==> config.mk <==
export PLATFORM = sky130hd
export DESIGN_NAME = dbg_console_flat
export DESIGN_NICKNAME = d
export VERILOG_FILES = /design/src/rtl/dbg_pkg.sv /design/src/rtl/dbg_console_if.sv /design/src/rtl/dbg_debounce.sv /design/src/rtl/dbg_console.sv /design/src/flat_wrapper.sv
export SDC_FILE = /design/constraint.sdc
export NUM_CORES = 1
export LEC_CHECK = 0
export CAP_MARGIN = 10
export CELL_PAD_IN_SITES_DETAIL_PLACEMENT = 0
export CELL_PAD_IN_SITES_GLOBAL_PLACEMENT = 1
export CORE_ASPECT_RATIO = 1.25
export CORE_MARGIN = 1.5
export CORE_UTILIZATION = 49
export CTS_CLUSTER_SIZE = 20
export DETAILED_ROUTE_END_ITERATION = 6
export DONT_BUFFER_PORTS = 1
export GPL_ROUTABILITY_DRIVEN = 0
export PLACE_DENSITY = 0.85
export SLEW_MARGIN = 10
export SYNTH_ARGS = -nofsm -noshare
export SYNTH_HDL_FRONTEND = slang
export SYNTH_SLANG_ARGS = --single-unit
==> constraint.sdc <==
create_clock -name CLK -period 2.95 [get_ports CLK]
set_input_delay 0.59 -clock CLK [delete_from_list [all_inputs] [get_ports CLK]]
set_output_delay 0.59 -clock CLK [all_outputs]
set_load 0.05 [all_outputs]
==> src/rtl/dbg_pkg.sv <==
// -----------------------------------------------------------------------------
// dbg_pkg -- shared definitions for the front-panel debug console.
//   SEG_TABLE   : hex digit -> active-low 7-segment code (bit7 = dp, off)
//   SEG_BLANK   : all segments and dp off
//   deb_state_e : states of the single-step key debouncer
//   hex2seg()   : table lookup helper
// -----------------------------------------------------------------------------
package dbg_pkg;

  localparam logic [7:0] SEG_BLANK = 8'hFF;

  localparam logic [7:0] SEG_TABLE [16] = '{
    8'hC0, 8'hF9, 8'hA4, 8'hB0, 8'h99, 8'h92, 8'h82, 8'hF8,
    8'h80, 8'h90, 8'h88, 8'h83, 8'hC6, 8'hA1, 8'h86, 8'h8E
  };

  typedef enum logic [1:0] {
    REL       = 2'd0,
    PRESS_CHK = 2'd1,
    HELD      = 2'd2,
    REL_CHK   = 2'd3
  } deb_state_e;

  function automatic logic [7:0] hex2seg(input logic [3:0] nib);
    return SEG_TABLE[nib];
  endfunction

endpackage

==> src/rtl/dbg_console_if.sv <==
// -----------------------------------------------------------------------------
// dbg_console_if -- panel-side signal bundle of the debug console.
//   key_in     : raw single-step push-button (async, active-high)
//   sel        : probe channel select
//   probe      : NUM_CH channels of 4*DIGITS bits, channel c at [c*4*DIGITS +: 4*DIGITS]
//   auto_run   : free-running step enable (only when DBG_AUTORUN_EN is defined)
//   step_pulse : one-cycle CPU step pulse
//   AN         : active-low one-hot digit enables
//   dispcode   : active-low segments, bit7 = dp
//   deb_state  : debouncer state, exported for observation
// Modports: master = panel/bench side, slave = dbg_console.
// -----------------------------------------------------------------------------
interface dbg_console_if #(
  parameter int NUM_CH = 4,
  parameter int DIGITS = 4,
  parameter int SEL_W  = (NUM_CH > 1) ? $clog2(NUM_CH) : 1
);
  import dbg_pkg::*;

  logic                       key_in;
  logic [SEL_W-1:0]           sel;
  logic [NUM_CH*4*DIGITS-1:0] probe;
`ifdef DBG_AUTORUN_EN
  logic                       auto_run;
`endif
  logic                       step_pulse;
  logic [DIGITS-1:0]          AN;
  logic [7:0]                 dispcode;
  deb_state_e                 deb_state;

`ifdef DBG_AUTORUN_EN
  modport master (output key_in, sel, probe, auto_run,
                  input  step_pulse, AN, dispcode, deb_state);
  modport slave  (input  key_in, sel, probe, auto_run,
                  output step_pulse, AN, dispcode, deb_state);
`else
  modport master (output key_in, sel, probe,
                  input  step_pulse, AN, dispcode, deb_state);
  modport slave  (input  key_in, sel, probe,
                  output step_pulse, AN, dispcode, deb_state);
`endif

endinterface

==> src/rtl/dbg_debounce.sv <==
// -----------------------------------------------------------------------------
// dbg_debounce -- 2-flop synchroniser plus 4-state debounce FSM for the
// single-step key. A press must stay stable DEBOUNCE_CYC cycles to be
// accepted (one step_pulse), and a release must stay stable as long before
// the next press can be accepted.
//   clk, rst   : clock, asynchronous active-high reset
//   key_in     : raw key
//   step_pulse : registered one-cycle pulse on accepted press
//   state      : current FSM state (observation)
// -----------------------------------------------------------------------------
module dbg_debounce
  import dbg_pkg::*;
#(
  parameter int DEBOUNCE_CYC = 100000
) (
  input  logic       clk,
  input  logic       rst,
  input  logic       key_in,
  output logic       step_pulse,
  output deb_state_e state
);

  localparam int CW = $clog2(DEBOUNCE_CYC + 1);

  logic          sync1_q, key_s_q;
  deb_state_e    state_q, state_d;
  logic [CW-1:0] cnt_q, cnt_d;
  logic          pulse_q, pulse_d;

  always_ff @(posedge clk or posedge rst) begin
    if (rst) begin
      sync1_q <= 1'b0;
      key_s_q <= 1'b0;
      state_q <= REL;
      cnt_q   <= '0;
      pulse_q <= 1'b0;
    end else begin
      sync1_q <= key_in;
      key_s_q <= sync1_q;
      state_q <= state_d;
      cnt_q   <= cnt_d;
      pulse_q <= pulse_d;
    end
  end

  // The counter holds the number of consecutive cycles key_s has disagreed
  // with the accepted level; the move happens on the cycle it would reach
  // DEBOUNCE_CYC, so the comparison is against DEBOUNCE_CYC-1.
  always_comb begin
    state_d = state_q;
    cnt_d   = cnt_q;
    pulse_d = 1'b0;
    unique case (state_q)
      REL: begin
        if (key_s_q) begin
          state_d = PRESS_CHK;
          cnt_d   = CW'(1);
        end
      end
      PRESS_CHK: begin
        if (!key_s_q) begin
          state_d = REL;
          cnt_d   = '0;
        end else if (cnt_q == CW'(DEBOUNCE_CYC - 1)) begin
          state_d = HELD;
          cnt_d   = '0;
          pulse_d = 1'b1;
        end else begin
          cnt_d = cnt_q + CW'(1);
        end
      end
      HELD: begin
        if (!key_s_q) begin
          state_d = REL_CHK;
          cnt_d   = CW'(1);
        end
      end
      REL_CHK: begin
        if (key_s_q) begin
          state_d = HELD;
          cnt_d   = '0;
        end else if (cnt_q == CW'(DEBOUNCE_CYC - 1)) begin
          state_d = REL;
          cnt_d   = '0;
        end else begin
          cnt_d = cnt_q + CW'(1);
        end
      end
      default: begin
        state_d = REL;
        cnt_d   = '0;
      end
    endcase
  end

  assign step_pulse = pulse_q;
  assign state      = state_q;

endmodule

==> src/rtl/dbg_console.sv <==
// -----------------------------------------------------------------------------
// dbg_console -- front-panel debug console: debounced single-step key and a
// time-multiplexed common-anode hex display of one selected probe channel.
//   CLK, Reset : clock, asynchronous active-high reset
//   bus        : dbg_console_if.slave (key_in, sel, probe, step_pulse, AN,
//                dispcode, deb_state, and auto_run when enabled)
// Optional feature macro: DBG_AUTORUN_EN adds AUTO_PERIOD and auto_run, a
// periodic step generator merged into step_pulse, and dp on digit 0 while
// auto_run is high.
// -----------------------------------------------------------------------------
module dbg_console
  import dbg_pkg::*;
#(
  parameter int NUM_CH       = 4,
  parameter int DIGITS       = 4,
  parameter int SCAN_DIV     = 50000,
  parameter int DEBOUNCE_CYC = 100000,
`ifdef DBG_AUTORUN_EN
  parameter int AUTO_PERIOD  = 25000000,
`endif
  parameter int SEL_W        = (NUM_CH > 1) ? $clog2(NUM_CH) : 1
) (
  input logic          CLK,
  input logic          Reset,
  dbg_console_if.slave bus
);

  localparam int CH_W  = 4 * DIGITS;
  localparam int CNT_W = (SCAN_DIV > 1) ? $clog2(SCAN_DIV) : 1;
  localparam int IDX_W = (DIGITS > 1) ? $clog2(DIGITS) : 1;

  logic [CNT_W-1:0]  scan_cnt_q, scan_cnt_d;
  logic [IDX_W-1:0]  idx_q, idx_d;
  logic [SEL_W-1:0]  ch_q, ch_d;
  logic [DIGITS-1:0] an_q, an_d;
  logic [7:0]        disp_q, disp_d;
  logic [CH_W-1:0]   chan_word;
  logic [3:0]        nib;
  logic              key_pulse;

  dbg_debounce #(.DEBOUNCE_CYC(DEBOUNCE_CYC)) u_debounce (
    .clk        (CLK),
    .rst        (Reset),
    .key_in     (bus.key_in),
    .step_pulse (key_pulse),
    .state      (bus.deb_state)
  );

  // Scan timing. The channel is only re-latched on the last digit -> digit 0
  // wrap so a frame never mixes digits of two channels.
  always_comb begin
    scan_cnt_d = scan_cnt_q + CNT_W'(1);
    idx_d      = idx_q;
    ch_d       = ch_q;
    if (scan_cnt_q == CNT_W'(SCAN_DIV - 1)) begin
      scan_cnt_d = '0;
      if (idx_q == IDX_W'(DIGITS - 1)) begin
        idx_d = '0;
        ch_d  = bus.sel;
      end else begin
        idx_d = idx_q + IDX_W'(1);
      end
    end
  end

  // Display outputs for the current index; registered below so they trail
  // index/counter by one cycle. Probe data is read live every cycle.
  always_comb begin
    chan_word = '0;
    nib       = '0;
    an_d      = ~(DIGITS'(1) << idx_q);
    disp_d    = SEG_BLANK;
    if (int'(ch_q) < NUM_CH) begin
      chan_word = bus.probe[int'(ch_q)*CH_W +: CH_W];
      nib       = chan_word[int'(idx_q)*4 +: 4];
      disp_d    = hex2seg(nib);
    end
`ifdef DBG_AUTORUN_EN
    if (bus.auto_run && idx_q == '0) disp_d[7] = 1'b0;
`endif
  end

  always_ff @(posedge CLK or posedge Reset) begin
    if (Reset) begin
      scan_cnt_q <= '0;
      idx_q      <= '0;
      ch_q       <= '0;
      an_q       <= '1;
      disp_q     <= SEG_BLANK;
    end else begin
      scan_cnt_q <= scan_cnt_d;
      idx_q      <= idx_d;
      ch_q       <= ch_d;
      an_q       <= an_d;
      disp_q     <= disp_d;
    end
  end

  assign bus.AN       = an_q;
  assign bus.dispcode = disp_q;

`ifdef DBG_AUTORUN_EN
  localparam int AW = (AUTO_PERIOD > 1) ? $clog2(AUTO_PERIOD) : 1;

  logic [AW-1:0] auto_cnt_q, auto_cnt_d;
  logic          auto_pulse_q, auto_pulse_d;

  // Counter sits at zero while auto_run is low, so the first pulse lands
  // exactly AUTO_PERIOD cycles after auto_run rises.
  always_comb begin
    auto_cnt_d   = '0;
    auto_pulse_d = 1'b0;
    if (bus.auto_run) begin
      if (auto_cnt_q == AW'(AUTO_PERIOD - 1)) auto_pulse_d = 1'b1;
      else                                    auto_cnt_d   = auto_cnt_q + AW'(1);
    end
  end

  always_ff @(posedge CLK or posedge Reset) begin
    if (Reset) begin
      auto_cnt_q   <= '0;
      auto_pulse_q <= 1'b0;
    end else begin
      auto_cnt_q   <= auto_cnt_d;
      auto_pulse_q <= auto_pulse_d;
    end
  end

  // Both sources are registered pulses on the same cycle grid, so a plain OR
  // merges coincident key and auto steps into one pulse.
  assign bus.step_pulse = key_pulse | auto_pulse_q;
`else
  assign bus.step_pulse = key_pulse;
`endif

endmodule

==> src/flat_wrapper.sv <==
// flat-port wrapper written by rule: the top's interface ports become plain ports
module dbg_console_flat import dbg_pkg::*;
#(
  parameter int NUM_CH       = 4,
  parameter int DIGITS       = 4,
  parameter int SCAN_DIV     = 50000,
  parameter int DEBOUNCE_CYC = 100000,

  parameter int SEL_W        = (NUM_CH > 1) ? $clog2(NUM_CH) : 1
)
  (CLK, Reset, bus_key_in, bus_sel, bus_probe, bus_step_pulse, bus_AN, bus_dispcode, bus_deb_state);
  dbg_console_if #(.NUM_CH(NUM_CH), .DIGITS(DIGITS), .SEL_W(SEL_W)) bus_i ();
  input logic CLK;
  input logic Reset;
  input wire logic [$bits(bus_i.key_in)-1:0] bus_key_in;
  input wire logic [$bits(bus_i.sel)-1:0] bus_sel;
  input wire logic [$bits(bus_i.probe)-1:0] bus_probe;
  output wire logic [$bits(bus_i.step_pulse)-1:0] bus_step_pulse;
  output wire logic [$bits(bus_i.AN)-1:0] bus_AN;
  output wire logic [$bits(bus_i.dispcode)-1:0] bus_dispcode;
  output wire logic [$bits(bus_i.deb_state)-1:0] bus_deb_state;
  assign bus_i.key_in = bus_key_in;
  assign bus_i.sel = bus_sel;
  assign bus_i.probe = bus_probe;
  assign bus_step_pulse = bus_i.step_pulse;
  assign bus_AN = bus_i.AN;
  assign bus_dispcode = bus_i.dispcode;
  assign bus_deb_state = bus_i.deb_state;
  dbg_console #(.NUM_CH(NUM_CH), .DIGITS(DIGITS), .SCAN_DIV(SCAN_DIV), .DEBOUNCE_CYC(DEBOUNCE_CYC), .SEL_W(SEL_W)) u_core (.CLK(CLK), .Reset(Reset), .bus(bus_i));
endmodule
==> results of run 1 <==
final timing paths:
path	from	endpoint	slack (ps)	cells past startpoint
max	u_core.ch_q[0]$_DFFE_PP0P_	u_core.bus.dispcode[6]$_DFF_PP1_	440	7
min	Reset	u_core.scan_cnt_q[12]$_DFF_PP0_	210	1
max reg2reg	u_core.ch_q[0]$_DFFE_PP0P_	u_core.bus.dispcode[6]$_DFF_PP1_	440	7
min reg2reg	u_core.u_debounce.sync1_q$_DFF_PP0_	u_core.u_debounce.key_s_q$_DFF_PP0_	360	0
max in group asynchronous	Reset	u_core.bus.dispcode[4]$_DFF_PP1_	1930	2
min in group CLK	bus_key_in	u_core.u_debounce.sync1_q$_DFF_PP0_	300	0
metal layers:
metal / vias to the layer above / global-route usage, % / wire, um / share of wire [%]
met5: - / 0 / 0 / 0
met4: 0 / 6.82 / 127 / 2.0
met3: 14 / 5.66 / 379 / 6.0
met2: 68 / 32.5 / 3210 / 51
met1: 1062 / 25.4 / 2590 / 41
li1: 1048 / - / - / -
worst max-delay path, cell delays in order, from the launching register on:
cell and delay, ps:
sky130_fd_sc_hd__dfrtp_1 580, sky130_fd_sc_hd__buf_12 200, sky130_fd_sc_hd__mux4_2 490, sky130_fd_sc_hd__a22oi_1 190, sky130_fd_sc_hd__nand3_1 210, sky130_fd_sc_hd__ha_1 310, sky130_fd_sc_hd__mux2_1 300, sky130_fd_sc_hd__o2bb2ai_1 150
logic make-up (layout without fill, tap and decap cells):
family                     Yosys count  after routing  share of synthesized area (%)
AOI/OAI and AO/OA                   40             40                           8.85
xor gates and xnor gates            21             21                           5.81
adders and majority gates           11             11                           4.34
buffers and inverters               29             30                           4.78
DFF                                 53             53                           42.3
muxes                               30             30                           16.5
other                                1              1                          0.118
and+or+nand+nor                    104            104                           17.3
layout by cell type (no fill, tap or decap), drive strengths merged, types with 5 or more instances in the layout:
master | netlist | layout
a21o | 6 | 6
a21oi | 6 | 6
and3 | 8 | 8
buf | 8 | 5
clkbuf | 4 | 6
dfrtp | 42 | 42
dfstp | 11 | 11
ha | 11 | 11
inv | 17 | 17
mux2 | 5 | 5
mux2i | 9 | 9
mux4 | 16 | 16
nand2 | 24 | 24
nand3 | 22 | 22
nand4 | 7 | 7
nor2 | 18 | 18
nor3 | 6 | 6
o21ai | 9 | 9
xnor2 | 14 | 14
xor2 | 7 | 7
flip-flops by register name, indices dropped and copies added, names as in the netlist, named ones only:
| signal | flops |
|---|---|
| u_core.bus.AN | 4 |
| u_core.u_debounce.step_pulse | 1 |
| u_core.u_debounce.cnt_q | 17 |
| u_core.bus.dispcode | 7 |
| u_core.u_debounce.key_s_q | 1 |
| u_core.idx_q | 2 |
| u_core.u_debounce.sync1_q | 1 |
| u_core.u_debounce.state | 1 |
| u_core.ch_q | 2 |
| u_core.scan_cnt_q | 16 |
final cells by class:
| cell class | instances | area (um2) |
|---|---|---|
| Tap cell | 85 | 106 |
| Multi-Input combinational cell | 207 | 1680 |
| Timing Repair Buffer | 5 | 50.0 |
| Fill cell | 558 | 2880 |
| Clock inverter | 2 | 15.0 |
| Clock buffer | 6 | 72.6 |
| Inverter | 17 | 63.8 |
| Sequential cell | 53 | 1340 |
through the flow:
| stage | total power, W | setup slack [ps] |
|---|---|---|
| after floorplan | 0.00117 | 774 |
| after global placement | 0.00123 | 527 |
| after detailed placement | 0.00123 | 441 |
| after CTS | 0.00165 | 423 |
| after global routing | 0.00172 | 215 |
| final | 0.00163 | 440 |
where the power goes:
| part | total, W | internal (W) | switching (W) |
|---|---|---|---|
| Combinational | 0.000291 | 0.000139 | 0.000153 |
| Sequential | 0.000924 | 0.000784 | 0.000141 |
| Clock | 0.000410 | 0.000168 | 0.000242 |
==> results.rst, run 1 <==
.. list-table::
   :header-rows: 1

   * - Metric
     - Value
   * - Number of placed cells counting well taps
     - ~370
   * - Worst skew pair latency
     - slightly above 300 ps
   * - Vias after detailed routing
     - roughly 2200
   * - Data arrival time of the worst path
     - around 2700 ps
   * - Number of iterations in the first detailed-routing pass
     - 7
   * - Leading cell type by number of instances after synthesis
     - sky130_fd_sc_hd__dfrtp_1
   * - Synthesis-stage register bit count
     - 53
   * - Number of max-slew violations in the final report
     - 0
   * - Number of nets with antenna violations after detailed routing
     - 0
   * - Post-DP Area
     - approximately 3200 um2
   * - Min-Delay Path Class
     - in -> async
   * - Final core area utilization
     - ~54%
   * - Setup violations, final
     - 0
   * - Post-Synthesis Cell Area
     - between 3000 and 4000 um2
   * - Effective utilization at floorplan
     - between 50% and 60%
   * - Relative slew slack
     - a little over half
   * - Worst-case clock buffer depth
     - 2
   * - TritonCTS clock tree
     - built
   * - Final worst clock skew
     - about 9.1 ps
   * - Type of destination of the critical path
     - flip-flop
   * - Post-route non-filler standard cell count
     - ~380
   * - Number of failing hold endpoints at the final stage
     - 0
   * - Number of max-cap violations
     - 0
   * - Number of standard-cell rows in the floorplan
     - 32
   * - VDD IR max
     - between 0.0002 and 0.00025 V
   * - Sink count of the clock tree
     - 53
   * - Largest net degree at the start of global routing
     - 28
   * - Maximum level of the CTS H-tree
     - 2
   * - CP max FO
     - 12
   * - Area Growth Syn to Fin
     - 4.94%
   * - DPL Wire Length
     - between 4000 and 5000 um
   * - Die X
     - around 75 um
   * - Dominant synthesized flop cell
     - sky130_fd_sc_hd__dfrtp_1
   * - Count of cell types in the netlist
     - 49
   * - Hold Slack
     - roughly 210 ps
   * - Static Leakage
     - between 1 and 1.5 nW
   * - Total of warnings raised by yosys
     - 0
   * - Number of port buffers
     - 0
   * - Clock transition time at the flip-flop clock pins of the worst setup and hold paths
     - about 100 ps
   * - Fraction of synthesized cell area taken by the top area cell type
     - between 30% and 40%
   * - Classification of the worst setup path
     - reg -> reg
   * - Max Clock Freq
     - about 400 MHz
   * - Sum of negative setup slack
     - 0 ps
   * - Post-cts gate resize count
     - 0
   * - Average wire length per cell after detail routing
     - between 15 and 20 um
   * - Required time worst endpoint
     - between 3000 and 4000 ps
   * - Time the final worst path needs with I/O delays and setup
     - 2510 ps
   * - Count of hold buffers inserted by post-cts repair
     - 0
   * - Global-route wire length before repair
     - between 10000 and 15000 um
   * - Power Dens Cells
     - between 400 and 500 nW/um2
   * - Element type at the critical path start
     - flip-flop
   * - Least-Margin Pin Slew
     - slightly below 700 ps
   * - RSZ-0062 raised after global routing
     - false
   * - Commonest cells in the synthesized netlist
     - 42 x sky130_fd_sc_hd__dfrtp_1, 24 x sky130_fd_sc_hd__nand2_1, 20 x sky130_fd_sc_hd__nand3_1
   * - Die span in y
     - 92.9 um
   * - Fraction of layout instances using a drive strength above 1
     - about 16%
   * - Run status
     - finished, violations left
   * - Net total in the final layout
     - roughly 370
   * - Portion of the clock cycle consumed by the worst path in the final layout
     - a little under nine tenths
   * - Violations in the final reports
     - design-rule violations
   * - Antenna diode count
     - 0
   * - DIE AREA
     - 6960 um2
   * - Area of the core
     - between 6000 and 7000 um2
   * - Number of CTS-inserted buffers
     - 5
   * - Number of flops mapped to enable cells by yosys
     - 0
   * - Overall global routing resource usage
     - 20.1%
   * - Synth area leaders
     - sky130_fd_sc_hd__dfrtp_1 33%, sky130_fd_sc_hd__dfstp_2 9.1%, sky130_fd_sc_hd__mux4_2 8.5%
   * - Via density per instance
     - 5.85
   * - Post-synthesis async set-or-reset flop share
     - between 90% and 100%
   * - Number of nets produced by synthesis
     - roughly 370
   * - Root buffer cell
     - sky130_fd_sc_hd__clkbuf_8
   * - Antenna violations before repair
     - 0
   * - Number of global-route vias before repair
     - 2297
   * - DR iter-0 viols
     - between 150 and 200
   * - Layout Cell Area excl Fill
     - 3320 um2
   * - DRC violations left
     - 2
   * - Per-instance average area after synthesis
     - about 11 um2
   * - Total congestion overflow
     - 0
   * - Number of instances in the synthesized netlist
     - about 290
   * - I/O pin count
     - 84
   * - Routed Wire Length
     - 6300 um
   * - Proportion of synthesized chip area in sequential cells
     - 42.3%
   * - # Post-CTS Setup Buffers
     - 0
   * - Top cell type by total area after synthesis
     - sky130_fd_sc_hd__dfrtp_1
(Power assumes the default switching activity.)
==> run 2: changes to the inputs <==
--- a/config.mk
+++ b/config.mk
@@ -10,12 +10,14 @@
 export CELL_PAD_IN_SITES_GLOBAL_PLACEMENT = 1
 export CORE_ASPECT_RATIO = 1.25
 export CORE_MARGIN = 1.5
-export CORE_UTILIZATION = 49
+export CORE_UTILIZATION = 44
+export CTS_CLUSTER_DIAMETER = 200
 export CTS_CLUSTER_SIZE = 20
 export DETAILED_ROUTE_END_ITERATION = 6
 export DONT_BUFFER_PORTS = 1
 export GPL_ROUTABILITY_DRIVEN = 0
-export PLACE_DENSITY = 0.85
+export GPL_TIMING_DRIVEN = 0
+export PLACE_DENSITY = 0.81
 export SLEW_MARGIN = 10
 export SYNTH_ARGS = -nofsm -noshare
 export SYNTH_HDL_FRONTEND = slang
==> constraint.sdc (replaced) <==
create_clock -name CLK -period 2.3 [get_ports CLK]
set_input_delay 0.46 -clock CLK [delete_from_list [all_inputs] [get_ports CLK]]
set_output_delay 0.46 -clock CLK [all_outputs]
set_load 0.05 [all_outputs]
==> run 2 against run 1 <==
  * The flow now finishes without violations
  * Maximum frequency grew 14%
  * Critical endpoint is now u_core.bus.dispcode[5]$_DFF_PP1_
  * Routed wire length grew 0.22%
  * Sequential share of layout area shrank 1.8 points
  * Combinational power grew 50%
  * Setup slack lost 340 ps
  * Register-to-register slack lost 340 ps
  * Final area grew 4.9%
  * Non-clock buffer count grew 14
  * First-iteration DRC count shrank 58%
  * Sequential power grew 26%
==> results.rst, run 2 (synthesis results as in run 1) <==
.. list-table::
   :header-rows: 1

   * - Metric
     - Value
   * - Number of max-slew violations in the final report
     - 0
   * - I/O pin count
     - between 80 and 90
   * - Net total in the final layout
     - roughly 380
   * - Combinational group share of total power
     - 19.4%
   * - Fraction of layout instances using a drive strength above 1
     - a little over a fifth
   * - Run status
     - completed
   * - Leading cell type in the layout, fill and taps excluded
     - sky130_fd_sc_hd__dfrtp_1
   * - Source of the worst register-to-register timing path
     - u_core.ch_q[0]$_DFFE_PP0P_
   * - CP max stage cell
     - sky130_fd_sc_hd__mux4_2
   * - Number of CTS-inserted buffers
     - 5
   * - Slowest cell delay on critical path
     - between 400 and 500 ps
   * - VDD IR max
     - 0.000380 V
   * - CP max FO
     - 9
   * - Internal portion of total power
     - 0.00156 W
   * - Setup violations, final
     - 0
   * - Portion of the clock cycle consumed by the worst path in the final layout
     - between 90% and 100%
   * - Post-route non-filler standard cell count
     - 394
   * - Relative slew slack
     - about 56%
   * - Time the final worst path needs with I/O delays and setup
     - 2200 ps
   * - Part of the power in the clock network
     - 29.1%
   * - Classification of the worst setup path
     - reg -> reg
   * - Effective utilization at floorplan
     - between 40% and 50%
   * - Routed Wire Length
     - roughly 6300 um
   * - Clock transition time at the flip-flop clock pins of the worst setup and hold paths
     - 90 ps
   * - Switching power share of the total
     - between 30 and 40%
   * - TritonCTS clock tree
     - built
   * - Average wire length per cell after detail routing
     - around 16 um
   * - Total congestion overflow
     - 0
   * - DPL Wire Length
     - approximately 4800 um
   * - Antenna violations before repair
     - 0
   * - Number of standard-cell rows in the floorplan
     - 34
   * - Highest metal layer used by the detailed router
     - met4
   * - Largest register FFs
     - 17
   * - Die span in y
     - around 98 um
   * - Biggest register
     - u_core.u_debounce.cnt_q
   * - Met3 wire length
     - 332 um
   * - Via density per instance
     - 5.63
   * - Number of iterations in the first detailed-routing pass
     - 4
   * - Overall global routing resource usage
     - 17.7%
   * - Type of destination of the critical path
     - flip-flop
   * - Min-Delay Path Class
     - in -> async
   * - Required time worst endpoint
     - around 2500 ps
   * - Start point of the critical path
     - u_core.ch_q[0]$_DFFE_PP0P_
   * - Number of nets with antenna violations after detailed routing
     - 0
   * - Static Leakage
     - 1.46 nW
   * - Number of placed cells counting well taps
     - 380
   * - Sum of negative setup slack
     - 0 ps
   * - Switching power of the nets
     - roughly 0.0007 W
   * - Area of the core
     - ~7000 um2
   * - Vias after detailed routing
     - between 2000 and 2500
   * - Fraction of power consumed by sequential logic
     - 51.5%
   * - Max Clock Freq
     - approximately 460 MHz
   * - Number of max-cap violations
     - 0
   * - Worst-case clock buffer depth
     - 2
   * - Sink count of the clock tree
     - 53
   * - Critical path, cell by cell
     - buf_6 -> buf_12 -> mux4_2 -> a22oi_1 -> nand3_2 -> ha_1 -> mux2_1 -> o2bb2ai_1
   * - Hold Slack
     - 49.6 ps
   * - Met1 routed wirelength after detailed routing
     - ~2700 um
   * - Number of global-route vias before repair
     - between 2000 and 2500
   * - DIE AREA
     - around 7700 um2
   * - Power Dens Cells
     - approximately 650 nW/um2
   * - Die X
     - between 70 and 80 um
   * - DR iter-0 viols
     - 65
   * - Root buffer cell
     - sky130_fd_sc_hd__clkbuf_8
   * - Element type at the critical path start
     - flip-flop
   * - Highest-count cells in the layout ignoring fill and taps
     - 40 x sky130_fd_sc_hd__dfrtp_1, 24 x sky130_fd_sc_hd__nand2_1, 19 x sky130_fd_sc_hd__nand3_1
   * - Worst skew pair latency
     - ~300 ps
   * - Antenna diode count
     - 0
   * - Least-Margin Pin Slew
     - ~650 ps
   * - Area Growth Syn to Fin
     - 10.1%
   * - Largest net degree at the start of global routing
     - 33
   * - Data arrival time of the worst path
     - between 2000 and 2500 ps
   * - Overall power consumption
     - 0.00225 W
   * - Number of failing hold endpoints at the final stage
     - 0
   * - Number of port buffers
     - 0
   * - Maximum level of the CTS H-tree
     - 2
   * - Pre-CTS worst setup slack
     - -115 ps
   * - Met2 WL post-DR
     - 3170 um
   * - DRC violations left
     - 0
   * - Final worst clock skew
     - about 5.9 ps
   * - Setup ws final
     - around 100 ps
   * - Count of hold buffers inserted by post-cts repair
     - 0
   * - Global-route wire length before repair
     - between 10000 and 15000 um
==> run 2: changes by cell type in the layout (fill, tap and decap cells not counted), sizes merged <==
cell / previous run / this run
bufinv: 0 / 1
clkbuf: 6 / 10
buf: 5 / 16
clkinvlp: 2 / 0
==> run 2: cell type report <==
| cell class | count | area, um2 |
|---|---|---|
| Fill cell | 655 | 3490 |
| Multi-Input combinational cell | 207 | 1690 |
| Sequential cell | 53 | 1340 |
| Tap cell | 90 | 113 |
| Clock buffer | 7 | 86.3 |
| Buffer | 11 | 86.3 |
| Timing Repair Buffer | 8 | 72.6 |
| Inverter | 17 | 63.8 |
| Clock inverter | 1 | 30.0 |
==> run 2: what timing repair did <==
action,CTS,global route
pin swaps,2,2
gates resized for setup,2,9
setup endpoints to repair,6,16
cloned,0,0
setup buffers,3,4
==> run 2: path summary, 6_finish.rpt <==
path                       depth (start not counted)                                     end  slack [ps]
setup / recovery                                   8        u_core.bus.dispcode[5]$_DFF_PP1_         100
hold / removal                                     1  u_core.u_debounce.cnt_q[5]$_DFFE_PP0P_          50
setup reg to reg                                   8        u_core.bus.dispcode[5]$_DFF_PP1_         100
hold reg to reg                                    0     u_core.u_debounce.key_s_q$_DFF_PP0_         360
max in group asynchronous                          2              u_core.bus.AN[3]$_DFF_PP1_        1640
min in group CLK                                   0     u_core.u_debounce.sync1_q$_DFF_PP0_         180
==> run 2: critical path, delay by kind of cell, from the launching register on <==
kind | cells | cell delay [ps]
muxes | 2 | 800
DFF | 1 | 350
AOI/OAI and AO/OA | 2 | 340
adders and majority gates | 1 | 280
buffers and inverters | 2 | 220
and+or+nand+nor | 1 | 140
==> run 2: routing by layer <==
| layer | up-vias | track usage, % |
|---|---|---|
| met3 | 13 | 4.39 |
| met5 | - | 0 |
| li1 | 1074 | - |
| met2 | 67 | 29.7 |
| met1 | 1064 | 22.7 |
| met4 | 0 | 4.86 |
==> run 2: through the flow <==
| stage | util [%] | area (um2) |
|---|---|---|
| finish | 50.0 | 3490 |
| global route | 50.0 | 3490 |
| CTS | 49.4 | 3450 |
| detailed placement | 47.3 | 3300 |
| global placement | 47.0 | 3280 |
| floorplan | - | 3170 |
==> run 2: power groups by stage <==
stage,Clock [W],Combinational (W),Sequential (W)
after global placement,0,0.000412,0.00117
after detailed placement,0,0.000421,0.00118
final,0.000655,0.000436,0.00116
after CTS,0.000677,0.000433,0.00116
after global routing,0.000711,0.000485,0.00117
after floorplan,0,0.000341,0.00116
